`config.mk`:
```
export PLATFORM = sky130hd
export DESIGN_NAME = alu_operand_fetch
export DESIGN_NICKNAME = d
export VERILOG_FILES = /design/src/rtl/alu_operand_fetch.sv
export SDC_FILE = /design/constraint.sdc
export NUM_CORES = 1
export LEC_CHECK = 0
export CORE_ASPECT_RATIO = 1.4
export CORE_MARGIN = 2
export CORE_UTILIZATION = 60
export DETAILED_ROUTE_END_ITERATION = 7
export HOLD_SLACK_MARGIN = 0.12
export PLACE_DENSITY = 0.81
export SETUP_SLACK_MARGIN = 0.15
export SYNTH_ARGS = -nofsm -noshare
export SYNTH_HDL_FRONTEND = slang
export SYNTH_SLANG_ARGS = --single-unit
```
`constraint.sdc`:
```
create_clock -name i_clk -period 13.4 [get_ports i_clk]
set_clock_uncertainty 0.05 [all_clocks]
set_input_delay 4.02 -clock i_clk [delete_from_list [all_inputs] [get_ports i_clk]]
set_output_delay 4.02 -clock i_clk [all_outputs]
set_load 0.01 [all_outputs]
```
`src/rtl/alu_operand_fetch.sv`:
```
// Purpose : operand-fetch stage ahead of the 36-bit ALU. It holds the register file and a
//           per-register busy scoreboard, and issues a registered operand pair with its opcode.
// Latency : operands appear on o_a/o_b one cycle after an issue is accepted.
// Backpressure: while o_valid && !i_ready all outputs hold and no issue is accepted.
//               Hazards on rs1/rs2/rd also deassert o_issue_ready.
//
// Ports:
//   i_clk, i_rst        clock; synchronous active-high reset
//   i_issue_valid       upstream instruction valid
//   o_issue_ready       instruction can be taken this cycle (independent of i_issue_valid)
//   i_rs1, i_rs2, i_rd  source and destination register addresses
//   i_ALUControlS       opcode (00 ADD, 01 SUB, 10 AND, 11 OR), carried through unmodified
//   i_wb_en/addr/data   write-back port; its data is bypassed into same-cycle reads
//   o_valid, i_ready    valid/ready handshake towards the ALU
//   o_a, o_b            operands for the ALU
//   o_ALUControlS       opcode for the ALU
//   o_rd                destination tag that travels with the bundle
module alu_operand_fetch #(
  parameter int DATA_WIDTH = 36,
  parameter int ADDR_WIDTH = 4
) (
  input  logic                  i_clk,
  input  logic                  i_rst,
  input  logic                  i_issue_valid,
  output logic                  o_issue_ready,
  input  logic [ADDR_WIDTH-1:0] i_rs1,
  input  logic [ADDR_WIDTH-1:0] i_rs2,
  input  logic [ADDR_WIDTH-1:0] i_rd,
  input  logic [1:0]            i_ALUControlS,
  input  logic                  i_wb_en,
  input  logic [ADDR_WIDTH-1:0] i_wb_addr,
  input  logic [DATA_WIDTH-1:0] i_wb_data,
  output logic                  o_valid,
  input  logic                  i_ready,
  output logic [DATA_WIDTH-1:0] o_a,
  output logic [DATA_WIDTH-1:0] o_b,
  output logic [1:0]            o_ALUControlS,
  output logic [ADDR_WIDTH-1:0] o_rd
);

  localparam int NUM_REGS = 2 ** ADDR_WIDTH;

  // Architectural state
  logic [DATA_WIDTH-1:0] regs [NUM_REGS];
  logic [NUM_REGS-1:0]   busy;
  logic [NUM_REGS-1:0]   busy_nxt;

  // Read / bypass / hazard terms
  logic                  wb_hit_rs1;
  logic                  wb_hit_rs2;
  logic                  wb_hit_rd;
  logic [DATA_WIDTH-1:0] rs1_val;
  logic [DATA_WIDTH-1:0] rs2_val;
  logic                  haz_rs1;
  logic                  haz_rs2;
  logic                  haz_rd;
  logic                  hazard;
  logic                  out_free;
  logic                  accept;

  // A write-back to the same register in this cycle supplies its data and also
  // resolves any pending busy state for that register.
  assign wb_hit_rs1 = i_wb_en && (i_wb_addr == i_rs1);
  assign wb_hit_rs2 = i_wb_en && (i_wb_addr == i_rs2);
  assign wb_hit_rd  = i_wb_en && (i_wb_addr == i_rd);

  always_comb begin
    rs1_val = regs[i_rs1];
    if (i_rs1 == '0) begin
      rs1_val = '0;
    end else if (wb_hit_rs1) begin
      rs1_val = i_wb_data;
    end
  end

  always_comb begin
    rs2_val = regs[i_rs2];
    if (i_rs2 == '0) begin
      rs2_val = '0;
    end else if (wb_hit_rs2) begin
      rs2_val = i_wb_data;
    end
  end

  assign haz_rs1 = (i_rs1 != '0) && busy[i_rs1] && !wb_hit_rs1;
  assign haz_rs2 = (i_rs2 != '0) && busy[i_rs2] && !wb_hit_rs2;
  // WAW: do not re-target a register whose earlier result is still outstanding.
  assign haz_rd  = (i_rd  != '0) && busy[i_rd]  && !wb_hit_rd;
  assign hazard  = haz_rs1 || haz_rs2 || haz_rd;

  // The output register can take a new bundle if it is empty or being drained now.
  assign out_free      = !o_valid || i_ready;
  assign o_issue_ready = !hazard && out_free;
  assign accept        = i_issue_valid && o_issue_ready;

  // Busy scoreboard next state: the write-back clear is applied first so that an
  // issue targeting the same register in the same cycle leaves it busy.
  always_comb begin
    busy_nxt = busy;
    if (i_wb_en) begin
      busy_nxt[i_wb_addr] = 1'b0;
    end
    if (accept && (i_rd != '0)) begin
      busy_nxt[i_rd] = 1'b1;
    end
    busy_nxt[0] = 1'b0;
  end

  // Register file; register 0 is never written and so stays zero after reset.
  always_ff @(posedge i_clk) begin
    if (i_rst) begin
      for (int i = 0; i < NUM_REGS; i++) begin
        regs[i] <= '0;
      end
    end else if (i_wb_en && (i_wb_addr != '0)) begin
      regs[i_wb_addr] <= i_wb_data;
    end
  end

  always_ff @(posedge i_clk) begin
    if (i_rst) begin
      busy <= '0;
    end else begin
      busy <= busy_nxt;
    end
  end

  // Output bundle register
  always_ff @(posedge i_clk) begin
    if (i_rst) begin
      o_valid       <= 1'b0;
      o_a           <= '0;
      o_b           <= '0;
      o_ALUControlS <= 2'b00;
      o_rd          <= '0;
    end else if (accept) begin
      o_valid       <= 1'b1;
      o_a           <= rs1_val;
      o_b           <= rs2_val;
      o_ALUControlS <= i_ALUControlS;
      o_rd          <= i_rd;
    end else if (o_valid && i_ready) begin
      // Drain: the bundle was taken and nothing replaces it; data fields keep their values.
      o_valid <= 1'b0;
    end
  end

endmodule
```
==> metrics.txt, run 1 <==
maximum clock insertion buffer count 3; fmax 0.0882 GHz; post-DP HPWL 54.8 mm; CTS Sinks 670; cts hold-fix bufs 0; vias in the first global route 23800; core area 0.0576 mm2; Slew HR 16.5%; met2 wire length 50.2 mm; H-tree depth 3; RSZ-0062 raised after global routing false; Post CTS Setup Buffer Count 0; Synth Register Bits 670; drt total wl 102 mm; HP Class flip-flop to flip-flop; critical path class input port to output pin; Highest Signal Layer met5; Routed met3 length 13.0 mm; Synth area leader edfxtp_1; Tightest Pin Transition 1.25 ns; largest family of logic cells by synthesized area multiplexers; Worst Setup End Kind output pin; maximum vdd drop 0.109 mV; power density cells 125 mW/mm2; total congestion overflow 0; post-synthesis async set-or-reset flop share 0%; warnings from Yosys 0; die area 0.0604 mm2; # resized after CTS 0; Pleak 13.6 nW; Worst EP required 9.33 ns; Worst-path clk slew 0.06 ns; commonest non-fill, non-tap cells in the layout 576 x edfxtp_1, 540 x and2_1, 368 x mux4_2; Metal-1 WL 33.2 mm; port bufs 138; Clk Tree Root Cell clkbuf_16; compound-cell area share of the yosys netlist 2.16%; slowest cell delay on critical path 0.86 ns; antenna violations before repair 6; CP max FO 37; Final min period 11.34 ns; setup TNS 0 ns; post-synth top area share 49.3%; filler cell count 3882; Avg Cell Area, Syn 15.0 um2; CP max-delay cell clkdlybuf4s50_1; Chip Height 290 um; CTS Buf Count 66; startpoint types input port; final hold viol count 0; GRT Overall Usage 34.3%; Final Util 68.0%; WL per Instance 31.9 um; initial DRC count 3253; crit path DAT 7.27 ns; worst-skew pair later-pin latency 0.61 ns; cell mode on critical path clkdlybuf4s50_1; critical path, cell by cell clkdlybuf4s50_1 > xor2_1 > nor3_1 > nand3_2 > buf_4 > a32oi_1 > o211a_1 > clkdlybuf4s50_1; Post-DRT Antenna Nets 0; Primary FF master, synth edfxtp_1; mux cell area share after synthesis 26.3%; layout cells sized above 1 24.2%; DR vias/cell 7.05; first-pass GRT wire length 150 mm; status completed; Synth area leaders edfxtp_1 49%, mux4_2 24%, and2_1 9.6%; max-cap viol count 0; Ports 139; CTS tree yes; adder-cell share of the synthesized area 0%; largest net degree at the start of global routing 86; Die X 208 um; Post-synth EDFFs 576; Synth Instances 2339; Final Max Tran Viols 0; sequential area share after synthesis 54.7%; flop-to-flop setup slack 9.98 ns; final number of setup-violating endpoints 0; Nets 2464; Tcrit/Tclk final 84.6%; final RePlAce weighted congestion 0.857; count of different cell masters after synthesis 51; Initial Util 60.9%; DR pass1 iterations 6; most common cell after layout, fill and taps aside edfxtp_1; Synth Area in XOR/XNOR 0.275%; Cell Rows 104; drc violations 0; simple-gate share of the synthesized area 13.8%; Post-Syn Area 0.0351 mm2; area delta synth->final 11.7%; Vias 22500
-- worst paths after layout --
check	from	endpoint	cells after the start
setup / recovery	i_wb_addr[3]	o_issue_ready	8
hold / removal	o_ALUControlS[0]$_SDFFE_PP0P_	o_ALUControlS[0]$_SDFFE_PP0P_	2
setup reg to reg	busy[5]$_SDFF_PP0_	o_a[15]$_SDFFE_PP0P_	7
hold reg to reg	o_ALUControlS[0]$_SDFFE_PP0P_	o_ALUControlS[0]$_SDFFE_PP0P_	2
-- cell usage after synthesis, drive strengths merged, types with 6 or more instances --
library cell / n
edfxtp: 576
and2: 540
mux4: 368
nand2: 174
clkbuf: 161
dfxtp: 94
nor2b: 78
mux2: 75
a21oi: 73
buf: 64
nor2: 14
o21ai: 14
inv: 11
mux2i: 9
nand3: 9
nor3: 9
o22ai: 8
o41ai: 7
xor2: 6
-- metal layers --
layer	GRT usage, %	vias up
li1	-	8960
met1	43.7	11300
met2	56.6	1906
met3	6.66	387
met4	17.4	2
met5	0	-
-- where the power goes --
part,internal (mW),switching [mW],total [mW]
Clock,1.01,0.785,1.79
Sequential,2.40,0.0684,2.46
Combinational,0.317,0.335,0.653
-- cell families (layout without fill, tap and decap cells) --
kind of cell	after synthesis	count (layout)
simple gates	849	849
compound gates	120	120
flops	670	670
other cells	1	37
buf+inv	236	316
xor+xnor	11	11
mux	452	452
-- per-stage QoR --
step	hold WS (ns)	worst slack [ns]	power, mW	area (um2)	cells
2_1_floorplan	0.401	3.97	2.91	35200	2374
3_3_place_gp	0.394	2.17	3.12	37200	3079
3_5_place_dp	0.409	2.14	3.15	37200	3079
4_1_cts	0.417	2.13	4.91	39200	3196
5_1_grt	0.455	1.92	5.03	39200	3196
6_report	0.415	2.06	4.91	39200	3197
-- registers in the layout (all words and copies together) (netlist names) --
signal         count
busy              15
o_b               36
o_a               36
o_rd               4
o_valid            1
regs             576
o_ALUControlS      2
-- critical path, delay by kind of cell --
kind | cells | cell delay (ns)
AO/OA/AOI/OAI | 2 | 0.69
XOR/XNOR | 1 | 0.34
buffers and inverters | 3 | 1.79
AND/OR/NAND/NOR | 2 | 0.42
-- final cells by class --
cell class	instances	area, um2	share of cell area, %
multi-input cells	1468	15300	39.0
clock buffers	96	1870	4.77
clock inverters	21	155	0.396
well taps	742	928	2.37
diodes	1	2.50	0.00638
repair buffers	188	1750	4.47
flip-flops and latches	670	19200	48.9
inverters	11	41.3	0.105
No activity file was read; power rests on OpenSTA's default activity.
==> run 2: changes to the inputs <==
--- a/config.mk
+++ b/config.mk
@@ -7,10 +7,10 @@
 export LEC_CHECK = 0
 export CORE_ASPECT_RATIO = 1.4
 export CORE_MARGIN = 2
-export CORE_UTILIZATION = 60
+export CORE_UTILIZATION = 56
 export DETAILED_ROUTE_END_ITERATION = 7
 export HOLD_SLACK_MARGIN = 0.12
-export PLACE_DENSITY = 0.81
+export PLACE_DENSITY = 0.79
 export SETUP_SLACK_MARGIN = 0.15
 export SYNTH_ARGS = -nofsm -noshare
 export SYNTH_HDL_FRONTEND = slang
==> constraint.sdc (replaced) <==
create_clock -name i_clk -period 9.7 [get_ports i_clk]
set_clock_uncertainty 0.05 [all_clocks]
set_input_delay 2.91 -clock i_clk [delete_from_list [all_inputs] [get_ports i_clk]]
set_output_delay 2.91 -clock i_clk [all_outputs]
set_load 0.01 [all_outputs]
==> run 2 against run 1 <==
Effect of this change:
- die area up 7.0%
- core utilization down 4.2 points
- largest cell class unchanged
- highest routed layer unchanged
- critical endpoint unchanged
- first-iteration DRC count down 3.2%
- sequential power up 38%
- combinational power up 38%
- via count down 0.28%
- register-to-register slack worse by 3.2 ns
- design area up 0.90%
- global-route usage down 1.8 points
- final cell count up 2.9%
- non-clock buffer count up 1
- sequential share of layout area down 0.44 points
==> metrics.txt, run 2 (synthesis gave the netlist of run 1 again) <==
status completed; crit path from i_rs1[1]; Cell Rows 108 (+3.8%); startpoint types input port; fin cells 3289 (+2.9%); Largest Register regs; r2r endpoint o_a[31]$_SDFFE_PP0P_; H-tree depth 3 (unchanged); Worst EP required 6.74 ns (-2.59 ns); cts hold-fix bufs 0 (unchanged); maximum vdd drop 0.115 mV (+5.3%); Placed Area 0.0373 mm2 (+0.35%); power density cells 177 mW/mm2 (+41%); commonest non-fill, non-tap cells in the layout 576 x edfxtp_1, 540 x and2_1, 368 x mux4_2; Worst Setup EP o_issue_ready; crit path DAT 5.59 ns (-1.68 ns); maximum clock insertion buffer count 3 (unchanged); first-pass GRT wire length 151 mm (+0.65%); Worst Setup End Kind output pin; filler cell count 4313 (+11%); slowest cell delay on critical path 0.71 ns (-0.15 ns); most common cell after layout, fill and taps aside edfxtp_1; total congestion overflow 0 (unchanged); post-placement cell count 3163 (+2.7%); vias in the first global route 23500 (-0.93%); # resized after CTS 0 (unchanged); CTS Sinks 670 (unchanged); Vias 22500 (-0.28%); Final Max Tran Viols 0 (unchanged); CP max FO 79 (+110%); DR vias/cell 6.83 (-3.1%); die area 0.0647 mm2 (+7.0%); largest net degree at the start of global routing 96 (+12%); post-route setup slack 1.15 ns (-0.911 ns); critical path class input port to output pin; Worst-path clk slew 0.06 ns (about the same); flop-to-flop setup slack 6.74 ns (-3.24 ns); register area 0.0192 mm2 (unchanged); r2r startpoint busy[5]$_SDFF_PP0_; Tcrit/Tclk final 88.2%; Post-DRT Antenna Nets 0 (unchanged); drt total wl 103 mm (+1.6%); DR pass1 iterations 6 (unchanged); Initial Util 56.6% (-4.3 points); final number of setup-violating endpoints 0 (unchanged); Multi-input gate area 0.0153 mm2 (+0.12%); HP Class flip-flop to flip-flop; CTS tree yes; Place WS 1.17 ns (-0.968 ns); drc violations 0 (unchanged); Nets 2465 (+0.041%); Ports 139 (unchanged); fmax 0.117 GHz; setup TNS 0 ns (unchanged); layout cells sized above 1 24.8% (+0.56 points); initial DRC count 3148 (-3.2%); WL per Instance 31.5 um (-1.3%); worst-skew pair later-pin latency 0.62 ns (about the same); Pleak 13.7 nW (+0.89%); CP max-delay cell buf_6; hold slack 0.411 ns (-0.00486 ns); total power draw 6.99 mW (+42%); antenna violations before repair 3 (-3); port bufs 138 (unchanged); Clk Tree Root Cell clkbuf_16; Chip Height 300 um (+3.5%); design area 0.0395 mm2 (+0.90%); Final min period 8.55 ns; final RePlAce weighted congestion 0.844 (-1.5%); biggest regs regs: 576 flops, o_a: 36 flops, o_b: 36 flops; Largest register FFs 576 (unchanged); Die X 216 um (+3.4%); Slew HR 22.8% (+6.3 points); post-DP HPWL 54.1 mm (-1.2%); area delta synth->final 12.7%; max-cap viol count 0 (unchanged); final hold viol count 0 (unchanged); CTS Buf Count 66 (unchanged); Post CTS Setup Buffer Count 0 (unchanged); critical path, cell by cell buf_6 > mux2_2 > a221oi_1 > nor3_1 > o311ai_2 > o211a_1 > clkdlybuf4s50_1; RSZ-0062 raised after global routing false; FF-to-FF path depth 6 (-1); core area 0.0620 mm2 (+7.6%); Tightest Pin Transition 1.16 ns (-0.0938 ns); Final Util 63.8% (-4.2 points); GRT Overall Usage 32.4% (-1.8 points)
==> run 2: final cells by class <==
class	count	share of cell area (%)
flip-flops and latches	670	48.5
multi-input cells	1468	38.7
clock buffers	90	4.86
repair buffers	189	4.45
well taps	825	2.61
clock inverters	31	0.797
inverters	11	0.104
diodes	5	0.0316
==> run 2: critical path, delay by kind of cell <==
family	cells	cell delay, ns
AOI/OAI and AO/OA	3	0.84
buffers and inverters	2	1.27
muxes	1	0.41
and+or+nand+nor	1	0.12
==> run 2: metal layers <==
layer	global-route usage, %	vias up	wire length (um)
li1	-	8982	-
met1	40.9	11400	35100
met2	53.6	1712	51200
met3	6.95	360	12000
met4	16.3	2	5050
met5	0	-	14
==> run 2: how the worst min path moves through the flow <==
stage / startpoint / end / slack [ns] / cells past startpoint
6_report: o_rd[2]$_SDFFE_PP0P_ / o_rd[2]$_SDFFE_PP0P_ / 0.41 / 2
5_1_grt: o_ALUControlS[1]$_SDFFE_PP0P_ / o_ALUControlS[1]$_SDFFE_PP0P_ / 0.44 / 2
4_1_cts: o_rd[2]$_SDFFE_PP0P_ / o_rd[2]$_SDFFE_PP0P_ / 0.41 / 2
3_5_place_dp: o_rd[2]$_SDFFE_PP0P_ / o_rd[2]$_SDFFE_PP0P_ / 0.40 / 2
3_3_place_gp: o_ALUControlS[1]$_SDFFE_PP0P_ / o_ALUControlS[1]$_SDFFE_PP0P_ / 0.39 / 2
2_1_floorplan: busy[3]$_SDFF_PP0_ / busy[3]$_SDFF_PP0_ / 0.40 / 2
==> run 2: power by group <==
group | switching (mW) | total, mW | internal (mW)
registers | 0.0925 | 3.40 | 3.31
clock network | 1.13 | 2.68 | 1.55
logic | 0.465 | 0.904 | 0.438
